[config.mk]
export PLATFORM = sky130hd
export DESIGN_NAME = regfile_write_arbiter
export DESIGN_NICKNAME = d
export VERILOG_FILES = /design/src/rtl/regfile_write_arbiter.sv
export SDC_FILE = /design/constraint.sdc
export NUM_CORES = 1
export LEC_CHECK = 0
export BUFFER_PORTS_ARGS = -buffer_cell sky130_fd_sc_hd__buf_4
export CAP_MARGIN = 15
export CORE_UTILIZATION = 50
export CTS_CLUSTER_SIZE = 30
export DETAILED_ROUTE_END_ITERATION = 7
export PLACE_DENSITY_LB_ADDON = 0.15
export RECOVER_POWER = 100
export SLEW_MARGIN = 10
export SYNTH_ARGS = -nofsm -noshare
export SYNTH_HDL_FRONTEND = slang
export SYNTH_SLANG_ARGS = --single-unit
[constraint.sdc]
create_clock -name clk -period 4 [get_ports clk]
set_input_delay 0.2 -clock clk [delete_from_list [all_inputs] [get_ports clk]]
set_output_delay 0.2 -clock clk [all_outputs]
set_load 0.005 [all_outputs]
[src/rtl/regfile_write_arbiter.sv]
// Write-port owner for the 16x16 register file: init sweep after reset, then round-robin writeback arbitration.
// Optional macro REGFILE_R0_PROTECT_EN: RUN-phase writes to address 0 are granted but suppressed.
module regfile_write_arbiter #(
  parameter int              N_REQ      = 3,
  parameter int              AW         = 4,
  parameter int              DW         = 16,
  parameter logic [DW-1:0]   INIT_VALUE = '0
) (
  input  logic                  clk,
  input  logic                  rst_n,
  input  logic [N_REQ-1:0]      req,
  input  logic [N_REQ*AW-1:0]   req_addr,
  input  logic [N_REQ*DW-1:0]   req_data,
  output logic [N_REQ-1:0]      gnt,
  output logic                  rf_wEn,
  output logic [AW-1:0]         rf_rwAddr,
  output logic [DW-1:0]         rf_wData,
  output logic                  init_done,
  output logic                  busy
);

  localparam int              PW        = (N_REQ > 1) ? $clog2(N_REQ) : 1;
  localparam logic [AW-1:0]   LAST_ADDR = {AW{1'b1}};
  localparam logic [PW-1:0]   PTR_RESET = PW'(N_REQ - 1);

  typedef enum logic {ST_INIT, ST_RUN} arbState;

  arbState          stateReg, stateNext;
  logic [AW-1:0]    initCntReg, initCntNext;
  logic [PW-1:0]    ptrReg, ptrNext;
  logic [N_REQ-1:0] gntReg, gntNext;
  logic             wEnReg, wEnNext;
  logic [AW-1:0]    addrReg, addrNext;
  logic [DW-1:0]    dataReg, dataNext;
  logic             initDoneReg, initDoneNext;
  logic             busyReg, busyNext;

  logic [AW-1:0]    reqAddrArr [N_REQ];
  logic [DW-1:0]    reqDataArr [N_REQ];

  generate
    for (genvar gi = 0; gi < N_REQ; gi++) begin : gUnpack
      assign reqAddrArr[gi] = req_addr[gi*AW +: AW];
      assign reqDataArr[gi] = req_data[gi*DW +: DW];
    end
  endgenerate

  // A requester granted this cycle is masked so its follow-on write waits one cycle.
  logic [N_REQ-1:0] eligible;
  assign eligible = req & ~gntReg;

  logic             found;
  logic [PW-1:0]    winIdx;
  logic [PW-1:0]    candIdx;
  int               candSum;

  always_comb begin
    found   = 1'b0;
    winIdx  = ptrReg;
    candIdx = '0;
    candSum = 0;
    for (int k = 1; k <= N_REQ; k++) begin
      candSum = int'(ptrReg) + k;
      if (candSum >= N_REQ) begin
        candSum = candSum - N_REQ;
      end
      candIdx = PW'(candSum);
      if (!found && eligible[candIdx]) begin
        found  = 1'b1;
        winIdx = candIdx;
      end
    end
  end

  logic [N_REQ-1:0] winOneHot;

  generate
    for (genvar gi = 0; gi < N_REQ; gi++) begin : gOneHot
      assign winOneHot[gi] = (winIdx == PW'(gi));
    end
  endgenerate

  logic [AW-1:0] winAddr;
  logic [DW-1:0] winData;
  logic          winWEn;

  assign winAddr = reqAddrArr[winIdx];
  assign winData = reqDataArr[winIdx];

`ifdef REGFILE_R0_PROTECT_EN
  // Register 0 behaves as a hard zero: the requester is still acknowledged.
  assign winWEn = (winAddr != '0);
`else
  assign winWEn = 1'b1;
`endif

  always_ff @(posedge clk or negedge rst_n) begin
    if (!rst_n) begin
      stateReg <= ST_INIT;
    end else begin
      stateReg <= stateNext;
    end
  end

  always_comb begin
    stateNext = stateReg;
    case (stateReg)
      ST_INIT: if (initCntReg == LAST_ADDR) stateNext = ST_RUN;
      ST_RUN:  stateNext = ST_RUN;
      default: stateNext = ST_INIT;
    endcase
  end

  always_comb begin
    gntNext      = '0;
    wEnNext      = 1'b0;
    addrNext     = addrReg;
    dataNext     = dataReg;
    ptrNext      = ptrReg;
    initCntNext  = initCntReg;
    initDoneNext = (stateReg == ST_RUN);
    busyNext     = (stateReg == ST_INIT) | (|req);
    case (stateReg)
      ST_INIT: begin
        wEnNext     = 1'b1;
        addrNext    = initCntReg;
        dataNext    = INIT_VALUE;
        initCntNext = initCntReg + 1'b1;
      end
      ST_RUN: begin
        if (found) begin
          gntNext  = winOneHot;
          wEnNext  = winWEn;
          addrNext = winAddr;
          dataNext = winData;
          ptrNext  = winIdx;
        end
      end
      default: ;
    endcase
  end

  always_ff @(posedge clk or negedge rst_n) begin
    if (!rst_n) begin
      initCntReg  <= '0;
      ptrReg      <= PTR_RESET;
      gntReg      <= '0;
      wEnReg      <= 1'b0;
      addrReg     <= '0;
      dataReg     <= '0;
      initDoneReg <= 1'b0;
      busyReg     <= 1'b1;
    end else begin
      initCntReg  <= initCntNext;
      ptrReg      <= ptrNext;
      gntReg      <= gntNext;
      wEnReg      <= wEnNext;
      addrReg     <= addrNext;
      dataReg     <= dataNext;
      initDoneReg <= initDoneNext;
      busyReg     <= busyNext;
    end
  end

  assign gnt       = gntReg;
  assign rf_wEn    = wEnReg;
  assign rf_rwAddr = addrReg;
  assign rf_wData  = dataReg;
  assign init_done = initDoneReg;
  assign busy      = busyReg;

  gntOneHot: assert property (@(posedge clk) disable iff (!rst_n) $onehot0(gntReg));

endmodule

==> out/metrics.csv, run 1 <==
metric;value;unit
HP Class;in2reg;
mux share of post-synthesis cell area;0.117;
routability cong.;0.854;
Post-Synth Simple-Gate Area;0.159;
fill count;271;
Placed Instances;314;
startpoint class of the critical path;flip-flop;
Period minus WS final;3.29;ns
core outline area;0.00366;mm2
CP startpoint;ptrReg[1];
die span in x;63.8;um
fmax;0.304;GHz
TritonCTS clock tree;done;
clock latency on the worst-skew pair;0.28;ns
Crit Path Category;reg2reg;
Via Count;1760;
CTS max path bufs;2;
worst-path fanout max;12;
vias in the first global route;1715;
Syn-to-layout area delta;39.4;%
# H-tree levels;2;
num rows;22;
TritonCTS Buffers;5;
RSZ-0062 raised after global routing;false;
Synth Instances;185;
first-pass GRT wire length;7520;um
overall power;0.00229;W
number of DRC markers in iteration 0;113;
status;complete, but fails checks;
XOR/XNOR share of the synthesized area;0.0138;
Final HPWL DP;3420;um
Total GRT Usage;0.241;
PortBufs;90;
yosys warns;0;
Util after Layout;0.726;
antenna violations before repair;0;
failing checks;capacitance limit, slew limit;
clock skew;0.00746;ns
Slew headroom;-0.155;
largest family of logic cells by synthesized area;simple AND/OR/NAND/NOR gates;
I/O pins;91;
PD cells;861;mW/mm2
max-cap violations;1;
layout cells sized above 1;0.383;
nets;344;
CTS root buffer;clkbuf_8;
worst slack at placement;0.748;ns
HP Start;req[2];
Die Span Y;63.8;um
Worst Path Required;4.12;ns
via/cell ratio;5.47;
Seq/Total Area, Yosys;0.434;
final worst path period share;0.823;
# DRC;0;
Non-Filler Instances;322;
leakage;1.37;nW
Setup TNS Final;0;ns
Final Max Tran Viols;34;
Slew @ Worst Pin;1.73;ns
total grt overflow;0;
final setup violation count;0;
ANT nets after route;0;
Crit. End Element;flip-flop;
Compound-Gate Fraction of Synth Area;0.157;
Max IR drop VDD;557;uV
Arr. time, crit path;3.41;ns
adder-cell share of the synthesized area;0.0328;
Mapped Avg Cell Area;10.3;um2
die area;0.00406;mm2
Synth Register Bits;33;
largest net degree at the start of global routing;34;
final worst setup slack;0.707;ns
Pre-antenna DRT Iters;6;
worst r2r src;ptrReg[1];
Reg clk slew, reported paths;0.06;ns
CTS sink count;33;
Mapped Nets;255;
DRT Wirelength;4580;um
final hold vios;0;
Initial Util;0.521;
Antenna Cells;0;
DR WL/cell;14.2;um
Unique masters post-synth;41;
Post-Syn Area;0.00191;mm2
[cell usage after synthesis, drive strengths merged]
cell type  count  area [um2]
and2           1        7.51
and3           2        12.5
o21a           2        15.0
nor2b          3        18.8
nand3          5        25.0
nor2           9        33.8
nor4           1        12.5
a311o          1        10.0
o221ai        18         158
nand2         19        71.3
mux2           2        22.5
dfstp          2        52.6
and4bb         2        28.8
inv           23        86.3
o2bb2ai        1        8.76
dfrtp         31         776
and4           1        10.0
or2            1        8.76
a211oi         2        15.0
o31ai          2        15.0
or4            2        15.0
xnor2          3        26.3
mux2i         20         200
o21ai          2        10.0
and2b          2        16.3
clkbuf         6        33.8
o211ai         1        7.51
nor4b          2        32.5
a31o           2        17.5
nor3           1        10.0
a221oi         1        8.76
buf            5        43.8
ha             5        62.6
a31oi          4        25.0
a22o           1        10.0
[path summary, 6_finish.rpt]
kind | depth (start not counted) | slack (ns) | to
worst max-delay path | 9 | 0.71 | rf_wData[13]
worst min-delay path | 2 | 0.13 | busy
worst max register to register | 9 | 0.71 | rf_wData[13]
worst min register to register | 2 | 0.49 | rf_wData[10]
max in group asynchronous | 2 | 2.09 | rf_wData[14]
min in group asynchronous | 2 | 0.91 | gnt[0]
[registers in the layout, indices dropped and copies added (netlist names)]
| name | flops |
|---|---|
| init_done | 1 |
| rf_rwAddr | 4 |
| initCntReg | 4 |
| ptrReg | 2 |
| rf_wEn | 1 |
| rf_wData | 16 |
| busy | 1 |
| gnt | 3 |
| initDoneNext | 1 |
[layout by cell type, fill, tap and decap left out, drive strengths merged, types with 3 or more instances in the layout]
| cell type | Yosys | routed |
|---|---|---|
| clkbuf | 6 | 35 |
| buf | 5 | 64 |
| xnor2 | 3 | 3 |
| nand3 | 5 | 5 |
| nor2 | 9 | 9 |
| ha | 5 | 5 |
| mux2i | 20 | 20 |
| nand2 | 19 | 19 |
| dfrtp | 31 | 31 |
| nor2b | 3 | 3 |
| a31oi | 4 | 4 |
| o221ai | 18 | 18 |
| inv | 23 | 23 |
[final cells by class]
class,count,area [um2],area share
multi-input cells,118,920,0.346
flip-flops and latches,33,828,0.312
repair buffers,93,678,0.255
clock buffers,7,86.3,0.0325
inverters,23,86.3,0.0325
well taps,48,60.1,0.0226
[cells by family after synthesis]
family,Yosys count
AOI/OAI and AO/OA,37
xor gates and xnor gates,3
adders and majority gates,5
buffers and inverters,34
DFF,33
muxes,22
and+or+nand+nor,51
[critical path, stage by stage (launching register included)]
cell,delay (ns)
dfstp_1,0.59
inv_1,0.08
ha_1,0.43
nor4b_4,0.46
a211oi_1,0.12
and3_1,0.23
nor3_4,0.52
buf_4,0.35
mux2i_1,0.22
o221ai_1,0.13
[through the flow]
step                      cell area, um2  hold WS (ns)
after floorplan                     1910       -0.0956
after global placement              2590         0.173
after detailed placement            2590         0.168
after CTS                           2680         0.119
after global routing                2660         0.135
final                               2660         0.130
[repair_timing]
item | CTS | global route
hold buffers | 1 | 0
setup buffers | 0 | 0
resized for setup | 0 | 0
hold endpoints to repair | 31 | 0
[per-layer routing]
| layer | share of wire | GRT usage | routed length (um) |
|---|---|---|---|
| met2 | 0.50 | 0.395 | 2270 |
| met5 | 0 | 0 | 0 |
| met4 | 0.025 | 0.122 | 114 |
| met1 | 0.43 | 0.294 | 1960 |
| met3 | 0.053 | 0.0571 | 241 |
[report_power, final]
group	internal, W	switching, W	leakage, nW
Clock	0.000136	0.000111	0.0443
Combinational	0.000673	0.000796	0.931
Sequential	0.000493	0.0000807	0.399
Total	0.00130	0.000988	1.37
Power figures use the tool's default switching activity.
==> run 2: changes to the inputs <==
--- a/config.mk
+++ b/config.mk
@@ -5,9 +5,10 @@
 export SDC_FILE = /design/constraint.sdc
 export NUM_CORES = 1
 export LEC_CHECK = 0
+export ABC_AREA = 1
 export BUFFER_PORTS_ARGS = -buffer_cell sky130_fd_sc_hd__buf_4
 export CAP_MARGIN = 15
-export CORE_UTILIZATION = 50
+export CORE_UTILIZATION = 43
 export CTS_CLUSTER_SIZE = 30
 export DETAILED_ROUTE_END_ITERATION = 7
 export PLACE_DENSITY_LB_ADDON = 0.15
==> constraint.sdc (replaced) <==
create_clock -name clk -period 3 [get_ports clk]
set_input_delay 0.15 -clock clk [delete_from_list [all_inputs] [get_ports clk]]
set_output_delay 0.15 -clock clk [all_outputs]
set_load 0.005 [all_outputs]
==> run 2 against run 1 <==
Effect of this change: non-clock buffer count is 1 higher; highest routed layer unchanged; the run still ends with capacitance limit, slew limit left; critical path type unchanged; register-to-register slack worse by 0.38 ns; die area is 31% higher; sequential cell count stayed put.
==> out/metrics.csv, run 2 <==
metric;value;unit;change
status;complete, but fails checks;;unchanged
failing checks;capacitance limit, slew limit;;unchanged
CP delay by family, top;simple AND/OR/NAND/NOR gates;;unchanged
WP buf/inv;5;;was 2
Final Instance Area;0.00296;mm2;was 0.00266 mm2
post-CTS resize count;0;;unchanged
Crit. End Element;flip-flop;;unchanged
DR WL/cell;12.4;um;was 14.2 um
TritonCTS Buffers;5;;unchanged
clock skew;0.00725;ns;was 0.00746 ns
num rows;25;;was 22
Async S/R FF share, synth;1.00;;unchanged
CP startpoint;ptrReg[1];;unchanged
Unique masters post-synth;30;;was 41
final hold vios;0;;unchanged
Crit Path Category;reg2reg;;unchanged
total grt overflow;0;;unchanged
Synth area leaders;dfrtp_1, nand2_1, nand3_2;;was dfrtp_1, mux2i_1, o221ai_1
Antenna Cells;0;;unchanged
ANT nets after route;0;;unchanged
Slew @ Worst Pin;1.81;ns;was 1.73 ns
most numerous cell in the Yosys netlist;nand2_1;;was dfrtp_1
Mapped Nets;342;;was 255
Synth Instances;272;;was 185
placed instance area;0.00288;mm2;was 0.00259 mm2
Worst Path Required;3.20;ns;was 4.12 ns
Mapped Avg Cell Area;7.95;um2;was 10.3 um2
routability cong.;0.896;;was 0.854
CTS max path bufs;2;;unchanged
Synth Register Bits;33;;unchanged
die area;0.00532;mm2;was 0.00406 mm2
Seq/Total Area, Yosys;0.383;;was 0.434
Synth top area share;0.359;;was 0.407
DRT Wirelength;5360;um;was 4580 um
max incr delay on CP;0.55;ns;was 0.59 ns
die span in x;72.9;um;was 63.8 um
Post-synth EDFFs;0;;unchanged
top cells by count, synth;nand2_1, dfrtp_1, nand3_1;;was dfrtp_1, inv_1, mux2i_1
# DRC;0;;unchanged
via/cell ratio;4.79;;was 5.47
HP Start;req_addr[9];;was req[2]
Reg clk slew, reported paths;0.07;ns;was 0.06 ns
RSZ-0062 raised after global routing;false;;unchanged
Via Count;2066;;was 1760
Die Span Y;72.9;um;was 63.8 um
number of DRC markers in iteration 0;105;;was 113
vias in the first global route;2063;;was 1715
CTS sink count;33;;unchanged
Pre-antenna DRT Iters;4;;was 6
commonest non-fill, non-tap cell in the layout;nand2_1;;was buf_4
slowest CP cell;dfstp_1;;unchanged
max-cap violations;1;;unchanged
first-pass GRT wire length;9230;um;was 7520 um
antenna violations before repair;0;;unchanged
most frequent cells in the layout;nand2_1, buf_4, dfrtp_1, nand3_1, clkbuf_4;;was buf_4, dfrtp_1, inv_1, clkbuf_4, mux2i_1
final worst path period share;0.890;;was 0.823
worst-path fanout max;17;;was 12
HP Class;in2reg;;unchanged
Final Max Tran Viols;34;;unchanged
core outline area;0.00479;mm2;was 0.00366 mm2
CTS root buffer;clkbuf_8;;unchanged
startpoint class of the critical path;flip-flop;;unchanged
PortBufs;90;;unchanged
Period minus WS final;2.67;ns;was 3.29 ns
I/O pins;91;;unchanged
worst r2r src;ptrReg[1];;unchanged
fmax;0.375;GHz;was 0.304 GHz
final setup violation count;0;;unchanged
Primary FF master, synth;dfrtp_1;;unchanged
number of flip-flops in the largest register;16;;unchanged
nets;433;;was 344
Total GRT Usage;0.226;;was 0.241
yosys warns;0;;unchanged
Slew headroom;-0.207;;was -0.155
# H-tree levels;2;;unchanged
largest net degree at the start of global routing;34;;unchanged
Post-Syn Area;0.00216;mm2;was 0.00191 mm2
Setup TNS Final;0;ns;unchanged
Syn-to-layout area delta;37.0;%;was 39.4%
Arr. time, crit path;2.87;ns;was 3.41 ns
Util after Layout;0.619;;was 0.726
biggest area consumer among synthesized cells;dfrtp_1;;unchanged
TritonCTS clock tree;done;;unchanged
clock latency on the worst-skew pair;0.28;ns;about the same
layout cells sized above 1;0.360;;was 0.383
Initial Util;0.452;;was 0.521
Final HPWL DP;4110;um;was 3420 um
cells along the critical path;inv_1 > ha_1 > inv_4 > nand2_2 > nand2_1 > nor2_2 > nor2_1 > nand3_1 > inv_2 > nand3_1 > nand2_1 > nor2_2 > buf_12 > inv_2 > nor2_1;;was inv_1 > ha_1 > nor4b_4 > a211oi_1 > and3_1 > nor3_4 > buf_4 > mux2i_1 > o221ai_1
[run 2: changes by cell type after synthesis, sizes merged, moves of 10 or more]
| cell | previous run | this run |
|---|---|---|
| o211ai | 1 | 11 |
| nand2 | 19 | 109 |
| nand3 | 5 | 41 |
| o221ai | 18 | 0 |
| or2 | 1 | 12 |
| mux2i | 20 | 0 |
[run 2: final timing paths]
check | slack (ns) | cells past startpoint | end
hold reg to reg | 0.50 | 2 | rf_wData[5]
hold / removal | 0.08 | 3 | rf_rwAddr[1]
setup reg to reg | 0.33 | 15 | gnt[0]
min in group asynchronous | 0.89 | 2 | initDoneNext
max in group asynchronous | 1.06 | 2 | rf_wData[15]
setup / recovery | 0.33 | 15 | gnt[0]
[run 2: cell families (layout without fill, tap and decap cells)]
family | count (synthesis) | after routing | share of synthesized area
XOR/XNOR | 3 | 3 | 0.0121
flip-flops | 33 | 33 | 0.383
AO/OA/AOI/OAI | 20 | 20 | 0.0896
buffers and inverters | 30 | 122 | 0.0758
AND/OR/NAND/NOR | 181 | 181 | 0.411
adder cells (fa/ha/maj) | 5 | 5 | 0.0289
[run 2: stage by stage]
stage | instances | setup slack, ns | hold WS (ns)
global route | 431 | 0.102 | 0.0869
detailed placement | 422 | 0.425 | 0.122
global placement | 422 | 0.467 | 0.121
CTS | 431 | 0.389 | 0.0738
floorplan | 272 | 0.825 | -0.146
finish | 431 | 0.331 | 0.0822
[run 2: worst min-delay path: cells and delay by family]
family | cells | cell delay (ns)
buffers and inverters | 1 | 0.07
and+or+nand+nor | 2 | 0.11
[run 2: what timing repair did]
item	4_1_cts	5_1_grt
hold endpoints to repair	31	0
buffers inserted	0	0
hold buffers	1	0
[run 2: metal layers]
metal / GRT usage / wire (um)
met4: 0.0588 / 66
met2: 0.396 / 2650
met5: 0 / 0
met1: 0.276 / 2330
met3: 0.0608 / 320
[run 2: area by class of cell]
cell class / count / area [um2]
tap: 67 / 83.8
clock inverter: 3 / 65.1
inverter: 20 / 77.6
sequential: 33 / 828
timing repair buffer: 94 / 711
clock buffer: 5 / 68.8
multi-input combinational: 209 / 1130
fill: 464 / 1820
Power of run 2 is left out: the tool's default activity adds up to more than one toggle a clock period on the data nets, which glitch-free logic cannot reach.
